[src/rtl/blob_raster_pkg.sv]
// Shared types and constants for the blob rasteriser.
// Latency: none (declarations only).
// Backpressure: not applicable.
package blob_raster_pkg;

    typedef enum logic [1:0] {
        IDLE   = 2'd0,
        SCAN   = 2'd1,
        COMMIT = 2'd2
    } state_t;

    // Width of one particle coordinate and of the on-chip pixel coordinates.
    localparam int COORD_W = 16;

    // Two squared coordinates summed need one extra bit over a single square.
    function automatic int sq_width(input int w);
        return 2 * w + 1;
    endfunction

    localparam int SQ_W = sq_width(COORD_W);

endpackage

[src/rtl/blob_raster_if.sv]
// Particle-in / bitmap-out bundle between particle array, rasteriser and LED driver.
// Latency: none (wires only).
// Backpressure: none; the bitmap is level-held and frame_done is a pulse.
interface blob_raster_if
    import blob_raster_pkg::*;
#(
    parameter int N   = 4,
    parameter int DIM = 16
);
    logic [N*COORD_W-1:0] pos_x;
    logic [N*COORD_W-1:0] pos_y;
    logic                 trail_mode;
    logic                 freeze;
    logic [DIM*DIM-1:0]   matrix;
    logic                 frame_done;
    logic                 busy;
    logic                 overrun;

    modport master (
        output pos_x, pos_y, trail_mode, freeze,
        input  matrix, frame_done, busy, overrun
    );

    modport slave (
        input  pos_x, pos_y, trail_mode, freeze,
        output matrix, frame_done, busy, overrun
    );
endinterface

[src/rtl/blob_raster_disc_hit.sv]
// Decides whether one pixel lies inside one particle's disc.
// Latency: combinational.
// Backpressure: none.
module disc_hit
    import blob_raster_pkg::*;
#(
    parameter int FRAC_BITS = 4,
    parameter int RADIUS_SQ = 2
) (
    input  logic signed [COORD_W-1:0] px,
    input  logic signed [COORD_W-1:0] py,
    input  logic signed [COORD_W-1:0] pos_x,
    input  logic signed [COORD_W-1:0] pos_y,
    output logic                      hit
);
    logic signed [COORD_W-1:0]   cx;
    logic signed [COORD_W-1:0]   cy;
    logic signed [COORD_W-1:0]   dx;
    logic signed [COORD_W-1:0]   dy;
    logic signed [2*COORD_W-1:0] sq_x;
    logic signed [2*COORD_W-1:0] sq_y;
    logic        [SQ_W-1:0]      dist_sq;

    // Arithmetic shift keeps negative positions rounding towards -inf.
    assign cx = pos_x >>> FRAC_BITS;
    assign cy = pos_y >>> FRAC_BITS;

    // Differences wrap at 16 bits; far-off particles simply never hit.
    assign dx = px - cx;
    assign dy = py - cy;

    assign sq_x    = dx * dx;
    assign sq_y    = dy * dy;
    assign dist_sq = {1'b0, sq_x} + {1'b0, sq_y};
    assign hit     = (dist_sq <= SQ_W'(RADIUS_SQ));
endmodule

[src/rtl/blob_raster.sv]
// Rasterises N particles as discs into a DIM x DIM bitmap, one pixel per cycle.
// Latency: DIM*DIM+2 cycles from frame-timer tick to new matrix and frame_done.
// Backpressure: none; ticks arriving while busy are dropped and flagged on overrun.
module blob_raster
    import blob_raster_pkg::*;
#(
    parameter int N            = 4,
    parameter int DIM          = 16,
    parameter int FRAC_BITS    = 4,
    parameter int RADIUS_SQ    = 2,
    parameter int FRAME_CYCLES = 10000,
    parameter int TRAIL_FRAMES = 8
) (
    input  logic          clk,
    input  logic          reset,
    blob_raster_if.slave  bus
);
    localparam int NPIX = DIM * DIM;
    localparam int LD   = $clog2(DIM);
    localparam int PW   = $clog2(NPIX);
    localparam int TW   = (FRAME_CYCLES > 1) ? $clog2(FRAME_CYCLES) : 1;
    localparam int TCW  = (TRAIL_FRAMES > 1) ? $clog2(TRAIL_FRAMES) : 1;

    logic [TW-1:0]          timer;
    logic                   tick;
    state_t                 state;
    logic [PW-1:0]          pix;
    logic [NPIX-1:0]        back;
    logic [NPIX-1:0]        matrix_q;
    logic [N*COORD_W-1:0]   snap_x;
    logic [N*COORD_W-1:0]   snap_y;
    logic                   snap_trail;
    logic [TCW-1:0]         trail_cnt;
    logic                   clear_due;
    logic                   frame_done_q;
    logic                   busy_q;
    logic                   overrun_q;
    logic [N-1:0]           hits;
    logic signed [COORD_W-1:0] px_c;
    logic signed [COORD_W-1:0] py_c;

    assign tick = (timer == TW'(FRAME_CYCLES - 1));

    // Pixel index splits into column (low bits) and row (high bits).
    assign px_c = {{(COORD_W-LD){1'b0}}, pix[LD-1:0]};
    assign py_c = {{(COORD_W-(PW-LD)){1'b0}}, pix[PW-1:LD]};

    // One comparator per particle, all evaluated against the current pixel.
    for (genvar i = 0; i < N; i++) begin : g_hit
        disc_hit #(
            .FRAC_BITS (FRAC_BITS),
            .RADIUS_SQ (RADIUS_SQ)
        ) u_hit (
            .px    (px_c),
            .py    (py_c),
            .pos_x (snap_x[i*COORD_W +: COORD_W]),
            .pos_y (snap_y[i*COORD_W +: COORD_W]),
            .hit   (hits[i])
        );
    end

    // Plain frames always replace; trail frames replace only when history is due to clear.
    assign clear_due = !snap_trail || (trail_cnt == TCW'(TRAIL_FRAMES - 1));

    // Free-running frame timer, independent of freeze and FSM state.
    always_ff @(posedge clk) begin
        if (reset || tick) begin
            timer <= '0;
        end else begin
            timer <= timer + TW'(1);
        end
    end

    // Frame FSM: snapshot on tick, scan every pixel, then commit to the display.
    always_ff @(posedge clk) begin
        if (reset) begin
            state        <= IDLE;
            pix          <= '0;
            back         <= '0;
            matrix_q     <= '0;
            snap_x       <= '0;
            snap_y       <= '0;
            snap_trail   <= 1'b0;
            trail_cnt    <= '0;
            frame_done_q <= 1'b0;
            busy_q       <= 1'b0;
            overrun_q    <= 1'b0;
        end else begin
            frame_done_q <= 1'b0;
            overrun_q    <= 1'b0;
            case (state)
                IDLE: begin
                    if (tick && !bus.freeze) begin
                        snap_x     <= bus.pos_x;
                        snap_y     <= bus.pos_y;
                        snap_trail <= bus.trail_mode;
                        pix        <= '0;
                        busy_q     <= 1'b1;
                        state      <= SCAN;
                    end
                end
                SCAN: begin
                    overrun_q <= tick;
                    back[pix] <= |hits;
                    if (pix == PW'(NPIX - 1)) begin
                        pix   <= '0;
                        state <= COMMIT;
                    end else begin
                        pix <= pix + PW'(1);
                    end
                end
                COMMIT: begin
                    overrun_q <= tick;
                    if (clear_due) begin
                        matrix_q  <= back;
                        trail_cnt <= '0;
                    end else begin
                        matrix_q  <= matrix_q | back;
                        trail_cnt <= trail_cnt + TCW'(1);
                    end
                    frame_done_q <= 1'b1;
                    busy_q       <= 1'b0;
                    state        <= IDLE;
                end
                default: state <= IDLE;
            endcase
        end
    end

    assign bus.matrix     = matrix_q;
    assign bus.frame_done = frame_done_q;
    assign bus.busy       = busy_q;
    assign bus.overrun    = overrun_q;
endmodule
[src/flat_wrapper.sv]
// flat-port wrapper written by rule: the top's interface ports become plain ports
module blob_raster_flat import blob_raster_pkg::*;
#(
    parameter int N            = 4,
    parameter int DIM          = 16,
    parameter int FRAC_BITS    = 4,
    parameter int RADIUS_SQ    = 2,
    parameter int FRAME_CYCLES = 10000,
    parameter int TRAIL_FRAMES = 8
)
  (clk, reset, bus_pos_x, bus_pos_y, bus_trail_mode, bus_freeze, bus_matrix, bus_frame_done, bus_busy, bus_overrun);
  blob_raster_if #(.N(N), .DIM(DIM)) bus_i ();
  input  logic clk;
  input  logic reset;
  input wire logic [$bits(bus_i.pos_x)-1:0] bus_pos_x;
  input wire logic [$bits(bus_i.pos_y)-1:0] bus_pos_y;
  input wire logic [$bits(bus_i.trail_mode)-1:0] bus_trail_mode;
  input wire logic [$bits(bus_i.freeze)-1:0] bus_freeze;
  output wire logic [$bits(bus_i.matrix)-1:0] bus_matrix;
  output wire logic [$bits(bus_i.frame_done)-1:0] bus_frame_done;
  output wire logic [$bits(bus_i.busy)-1:0] bus_busy;
  output wire logic [$bits(bus_i.overrun)-1:0] bus_overrun;
  assign bus_i.pos_x = bus_pos_x;
  assign bus_i.pos_y = bus_pos_y;
  assign bus_i.trail_mode = bus_trail_mode;
  assign bus_i.freeze = bus_freeze;
  assign bus_matrix = bus_i.matrix;
  assign bus_frame_done = bus_i.frame_done;
  assign bus_busy = bus_i.busy;
  assign bus_overrun = bus_i.overrun;
  blob_raster #(.N(N), .DIM(DIM), .FRAC_BITS(FRAC_BITS), .RADIUS_SQ(RADIUS_SQ), .FRAME_CYCLES(FRAME_CYCLES), .TRAIL_FRAMES(TRAIL_FRAMES)) u_core (.clk(clk), .reset(reset), .bus(bus_i));
endmodule
[config.mk]
export PLATFORM = sky130hd
export DESIGN_NAME = blob_raster_flat
export DESIGN_NICKNAME = d
export VERILOG_FILES = /design/src/rtl/blob_raster_pkg.sv /design/src/rtl/blob_raster_if.sv /design/src/rtl/blob_raster_disc_hit.sv /design/src/rtl/blob_raster.sv /design/src/flat_wrapper.sv
export SDC_FILE = /design/constraint.sdc
export NUM_CORES = 2
export LEC_CHECK = 0
export BUFFER_PORTS_ARGS = -buffer_cell sky130_fd_sc_hd__buf_2
export CAP_MARGIN = 30
export CORE_MARGIN = 5
export CORE_UTILIZATION = 60
export DETAILED_ROUTE_END_ITERATION = 7
export GPL_ROUTABILITY_DRIVEN = 0
export PLACE_DENSITY_LB_ADDON = 0.05
export SLEW_MARGIN = 0
export SYNTH_ARGS = -nofsm -noshare
export SYNTH_HDL_FRONTEND = slang
export SYNTH_SLANG_ARGS = --single-unit
[constraint.sdc]
create_clock -name clk -period 20.5 [get_ports clk]
set_clock_uncertainty 0.15 [all_clocks]
set_input_delay 3.075 -clock clk [delete_from_list [all_inputs] [get_ports clk]]
set_output_delay 3.075 -clock clk [all_outputs]
set_load 0.01 [all_outputs]
After elaboration in Yosys (flattened, before gate mapping):

Index checks and enable logic that the tools add are counted.

* memory bits (read-only): 0
* memory bits (writable): 0
* memories kept: 0
* bits in registers: 671
* logic and storage cells: 80
* input port bits: 132
* bits in latches: 0
* output and inout bits: 259

* bitwise operators: 2
* reductions and logical operators: 16
* equal/unequal tests: 7
* shift-type cells: 0
* $add $sub $neg: 15
* order comparisons: 6
* $mul: 8
* muxes and demuxes: 14
* divide/modulo/power cells: 0

Operators by type and width (number)
* bitwise mux 256 bit: 1
* two-way mux 256 bit: 1
* OR 256 bit: 1
* multiplier 13 x 13 -> 26 bit: 8
* adder 32 x 32 -> 33 bit: 4
* less-or-equal comparator 33 x 2 -> 1 bit, second input constant: 4
* subtractor 5 x 12 -> 13 bit: 8
* two-way mux 8 bit: 2
* one-hot mux 8 bit (2 select lines): 1
* adder 14 x 1 -> 14 bit, second input constant: 1
* == test 14 bit, second input constant: 1
* < comparator 8 x 9 -> 1 bit, second input constant: 1
* adder 8 x 1 -> 8 bit, second input constant: 1
* demux 1 bit (select 8 bit): 1
* == test 8 bit, second input constant: 1
* greater-or-equal comparator 8 x 1 -> 1 bit, second input constant: 1
* AND reduction 2 bit: 4
* two-way mux 2 bit: 2
* inequality test 2 x 1 -> 1 bit, second input constant: 2
* one-hot mux 2 bit (2 select lines): 1
* nonzero test 2 bit: 2
* OR reduction 2 bit: 2
* OR reduction 4 bit: 1
* adder 3 x 1 -> 3 bit, second input constant: 1
* other kinds (11): 16

Depth between registers and ports, before layout:

* depth after elaboration: 6
* depth in mapped cells: 48
* gate-level depth less buffers: 45

Modules after synthesis:

From an unflattened synthesis, not the netlist that was laid out.

* cell total of the unflattened synthesis: 11870
* area, all modules: 107355.5 µm²

Modules (own cells, without submodules)
* blob_raster: area each 24016.8 µm², instances 1, seq. area each 13432.9 µm², cells each 2216
* disc_hit at u_core.g_hit[0].u_hit: area each 20953.8 µm², instances 1, seq. area each 0.0 µm², cells each 2429
* disc_hit at u_core.g_hit[1].u_hit: area each 20946.3 µm², instances 1, seq. area each 0.0 µm², cells each 2427
* disc_hit at u_core.g_hit[2].u_hit: area each 20742.4 µm², instances 1, seq. area each 0.0 µm², cells each 2402
* disc_hit at u_core.g_hit[3].u_hit: area each 20696.1 µm², instances 1, seq. area each 0.0 µm², cells each 2396

Worst setup path before layout:

OpenSTA, ideal clock, no wires.

* path kind: register -> register
* start: reg u_core.pix[4]
* end: reg u_core.back[215]
* path buffers: 4
* data arrival time: 10106 ps
* setup time: 96 ps
* cell stages (with the launch flop): 45
* slack: 10148 ps
* period minus slack after synthesis: 10352 ps
* required time: 20254 ps
* path through: dfxtp_1 clkbuf_1 inv_1 ha_1 inv_1 fa_1 a21o_1 a21oi_1 or2_2 nor2b_1 nor2_1 clkbuf_1 nand2_1 fa_1 inv_1 fa_1 inv_1 fa_1 [... 9 more ...] a21boi_0 o21ba_2 a41o_1 o41ai_1 xnor2_1 ha_1 and2_1 a21oi_1 nand3_1 a2111oi_0 o2111ai_1 a2111oi_0 nand4_1 nor4b_2 buf_2 clkbuf_1 a31oi_1 o41ai_2

* cells in the longest elaborated chain, start to end: 6
* elaborated cells on any way between the ends: 23
* those cells by class: add/sub (8); mul (4); order compare (6); mux (3); reduce/logical (2)

Ends and longest elaborated chain
* start, declared: RTL line blob_raster.sv:27 `logic [PW-1:0] pix;`
* start signal, assigned: RTL line blob_raster.sv:109 `pix <= pix + PW'(1);`
* subtractor 5 x 12 -> 13 bit: RTL line blob_raster_disc_hit.sv:30 `assign dy = py - cy;`
* multiplier 13 x 13 -> 26 bit: RTL line blob_raster_disc_hit.sv:33 `assign sq_y = dy * dy;`
* adder 32 x 32 -> 33 bit: RTL line blob_raster_disc_hit.sv:34 `assign dist_sq = {1'b0, sq_x} + {1'b0, sq_y};`
* less-or-equal comparator 33 x 2 -> 1 bit: RTL line blob_raster_disc_hit.sv:35 `assign hit = (dist_sq <= SQ_W'(RADIUS_SQ));`
* OR reduction 4 bit: RTL line blob_raster.sv:104 `back[pix] <= |hits;`
* bitwise mux 256 bit *: RTL line blob_raster.sv:104
* end signal, assigned by index: RTL line blob_raster.sv:104
* end, declared: RTL line blob_raster.sv:28 `logic [NPIX-1:0] back;`

Mark *: on every way between the ends. The rest lies on a longest branch, timed or not.
A chain may end at the register's enable or synchronous reset.

Worst setup path after layout:

* start: reg u_core.pix[0]
* end: reg u_core.back[209]

* cells in the longest elaborated chain, start to end: 6
* elaborated cells on any way between the ends: 23
* those cells by class: add/sub (8); mul (4); order compare (6); mux (3); reduce/logical (2)

Ends and longest elaborated chain
* subtractor 5 x 12 -> 13 bit: RTL line blob_raster_disc_hit.sv:29 `assign dx = px - cx;`
* multiplier 13 x 13 -> 26 bit: RTL line blob_raster_disc_hit.sv:32 `assign sq_x = dx * dx;`
* adder 32 x 32 -> 33 bit: RTL line blob_raster_disc_hit.sv:34
* less-or-equal comparator 33 x 2 -> 1 bit: RTL line blob_raster_disc_hit.sv:35
* OR reduction 4 bit: RTL line blob_raster.sv:104
* bitwise mux 256 bit *: RTL line blob_raster.sv:104

Marked as above.

==> key figures <==
Status
  • Run status: finished clean

Yosys
  • Synth warnings: 0
  • Synth area leaders: fa_1 28%, dfxtp_1 16%, ha_1 11%, inv_1 7.7%, o41ai_2 4.6%
  • Adder-Cell Fraction of Synth Area: 0.394
  • Simple-Gate Fraction of Synth Area: 0.147
  • Mapped Area: 0.0813 mm2
  • Most common cell in the synthesized netlist: inv_1
  • Cell count after synthesis: 9108
  • Synth Area in Compound Gates: 0.158
  • Dominant cell type by area after synthesis: fa_1
  • Post-synthesis sequential area ratio: 0.157
  • Yosys top cell area share: 0.283
  • Syn nets: 11110
  • Synthesized flop and latch total: 639
  • Post-synth ARST share: 0
  • Post-synth EDFFs: 0
  • Post-synth cell types: 93
  • Largest family of logic cells by synthesized area: adder cells
  • Fraction of synthesized area in multiplexers: 0.00276
  • Syn Area/Cell: 8.92 um2
  • XOR/XNOR share of the synthesized area: 0.0387
  • Top cells by count, synth: 1666 x inv_1, 1148 x fa_1, 746 x nand2_1
  • Primary FF master, synth: dfxtp_1

STA
  • Worst rel slew slack: 0.106
  • Pins Over Slew Limit: 0
  • Slew at the pin closest to its max-slew limit: 1.34 ns
  • Worst hold slack: 0.299 ns
  • Peak Freq: 0.0716 GHz
  • Final min period: 13.97 ns
  • Hold Fails Final Rpt: 0
  • Setup_tns: 0 ns
  • Final period utilization: 0.682
  • # setup viols final: 0
  • RSZ-0062 raised after global routing: no

Setup path
  • Reg2reg end: u_core.back[209]
  • Crit-path max cell delay: 0.79 ns
  • CP Launch Type: flop
  • Critical Path RT: 20.93 ns
  • Most used cell, CP: fa_1
  • Crit path max-delay cell type: xnor2_1
  • Max FO, Critical Path: 70
  • Crit. End Element: flop
  • RR Startpoint: u_core.pix[0]
  • Worst Path Arrival: 14.41 ns
  • CP Class: reg -> reg
  • Setup slack, reg-to-reg: 6.53 ns
  • R2R depth: 43

Placed design
  • Port Buffers: 358
  • Placed instance count: 10894
  • Post-DP HPWL: 163000 um

Worst hold path
  • Hold Path Stages: 1
  • Min-Delay Endpoint: u_core.bus.matrix[81]
  • Min-Delay Path Class: reg -> reg
  • Min-delay src: u_core.back[81]

Clock network
  • Max Buffers Root-to-Sink: 3
  • Clock net sink count: 639
  • Skew-Pair Late Insertion Delay: 0.68 ns
  • Clk root buf: clkbuf_16
  • Post-CTS Hold Buffers: 0
  • Setup Buffers After CTS: 0
  • TritonCTS clock tree: done
  • Post-CTS resize count: 0
  • # H-tree levels: 3
  • CTS Buf Count: 76
  • Clock slew at reported path FFs: 0.06 ns

Routing
  • Initial DRT Pass Iterations: 6
  • DR vias/cell: 5.82
  • Via count: 64279
  • Antenna-violating nets left: 0
  • Initial drt markers: 4357
  • Post-Route WL: 214000 um
  • WL/cell: 19.4 um
  • DRC: 0

Finish
  • Footprint of the multi-input gates: 0.0604 mm2
  • Reg area: 0.0128 mm2
  • Nets@finish: 11201
  • P&R area growth vs syn: 7.76%
  • Post-Route Utilization: 0.649
  • Fillers: 11405
  • Non-Filler Instances: 11045
  • Ratio of cells with drive above 1 in the final layout: 0.100

Global route
  • Largest net degree at the start of global routing: 218
  • Grt total ovfl: 0
  • First-pass GRT wire length: 349000 um
  • Overall Global Routing Usage: 0.302
  • Number of global-route vias before repair: 65507
  • Initial antenna violation count: 7

Floorplan
  • # rows: 135
  • I/O Pins: 391
  • Die Width: 378 um
  • Starting Density: 0.602
  • Die area: 0.143 mm2
  • Die Y: 378 um
  • Core area: 0.135 mm2

Flow run
  • # Max-Cap Violations: 0

Pwr
  • Pwr Density: 31.4 mW/mm2
  • VDD IR max: 0.0000656 V
  • Leakage: 0.0444 uW
-- state kept, by name (all words and copies together), names as in the netlist, 2 cells and up --
register           count
u_core.pix             8
u_core.snap_y         48
u_core.snap_x         48
u_core.state           2
u_core.back          256
u_core.trail_cnt       3
u_core.timer          14
u_core.bus.matrix    256
-- worst max-delay path by stage --
stage / startpoint / endpoint / depth (start not counted)
4_1_cts: u_core.pix[0] / u_core.back[209] / 43
2_1_floorplan: u_core.pix[4] / u_core.back[215] / 44
5_1_grt: u_core.pix[0] / u_core.back[223] / 43
6_report: u_core.pix[0] / u_core.back[209] / 43
3_5_place_dp: u_core.pix[0] / u_core.back[224] / 43
3_3_place_gp: u_core.pix[4] / u_core.back[140] / 41
-- per-stage QoR --
stage / total power, uW / setup slack [ns] / area (um2)
6_report: 2750 / 6.53 / 87600
5_1_grt: 2830 / 5.80 / 87600
4_1_cts: 2780 / 6.63 / 87400
3_5_place_dp: 1330 / 6.64 / 84700
3_3_place_gp: 1320 / 6.62 / 84300
2_1_floorplan: 1310 / 10.15 / 81300
-- report_power, final --
| group | leakage, uW | internal (uW) | total, uW | switching, uW |
|---|---|---|---|---|
| registers | 0.00514 | 1240 | 1240 | 0.506 |
| clock network | 0.00130 | 830 | 1450 | 620 |
| logic | 0.0380 | 11.5 | 57.4 | 45.8 |
-- placed cells by master, fill, tap and decap left out, types with 52 or more instances in the layout --
master / instances
a21o_1: 79
a21oi_1: 287
a22o_1: 256
a31oi_1: 292
buf_2: 357
buf_4: 103
clkbuf_16: 76
dfxtp_1: 638
fa_1: 1148
ha_1: 722
inv_1: 1666
nand2_1: 722
nand2b_1: 85
nand3_1: 64
nor2_1: 704
nor2b_1: 52
nor3_1: 348
nor3b_1: 255
o21ai_0: 102
o41ai_2: 230
xnor2_1: 254
xor2_1: 105
-- logic make-up (layout without fill, tap and decap cells) --
logic type	count (synthesis)	count (layout)
fa+ha+maj	1870	1870
mux	22	22
simple gates	2501	2501
flops	639	639
other cells	0	4
compound gates	1549	1549
buf+inv	2168	2320
xor+xnor	359	359
-- critical path: cells and delay by family, from the launching register on --
family          cells  cell delay, ns
fa+ha+maj          10            4.01
simple gates        7            1.95
buf+inv             8            2.46
xor+xnor            2            0.95
flops               1            0.37
compound gates     16            3.92
-- final cells by class --
| class | instances | area share |
|---|---|---|
| repair buffers | 486 | 0.0358 |
| well taps | 1781 | 0.0254 |
| multi-input cells | 6301 | 0.689 |
| flip-flops and latches | 639 | 0.146 |
| diodes | 4 | 0.000114 |
| clock inverters | 34 | 0.00597 |
| clock buffers | 105 | 0.0247 |
| inverters | 1695 | 0.0727 |
-- layer usage --
layer	track usage	share of wire	wire length (um)
met3	0.0662	0.078	16800
met4	0.102	0.036	7800
met2	0.486	0.46	98200
met1	0.407	0.43	91200
met5	0	0.00019	41
Power figures use the tool's default switching activity.
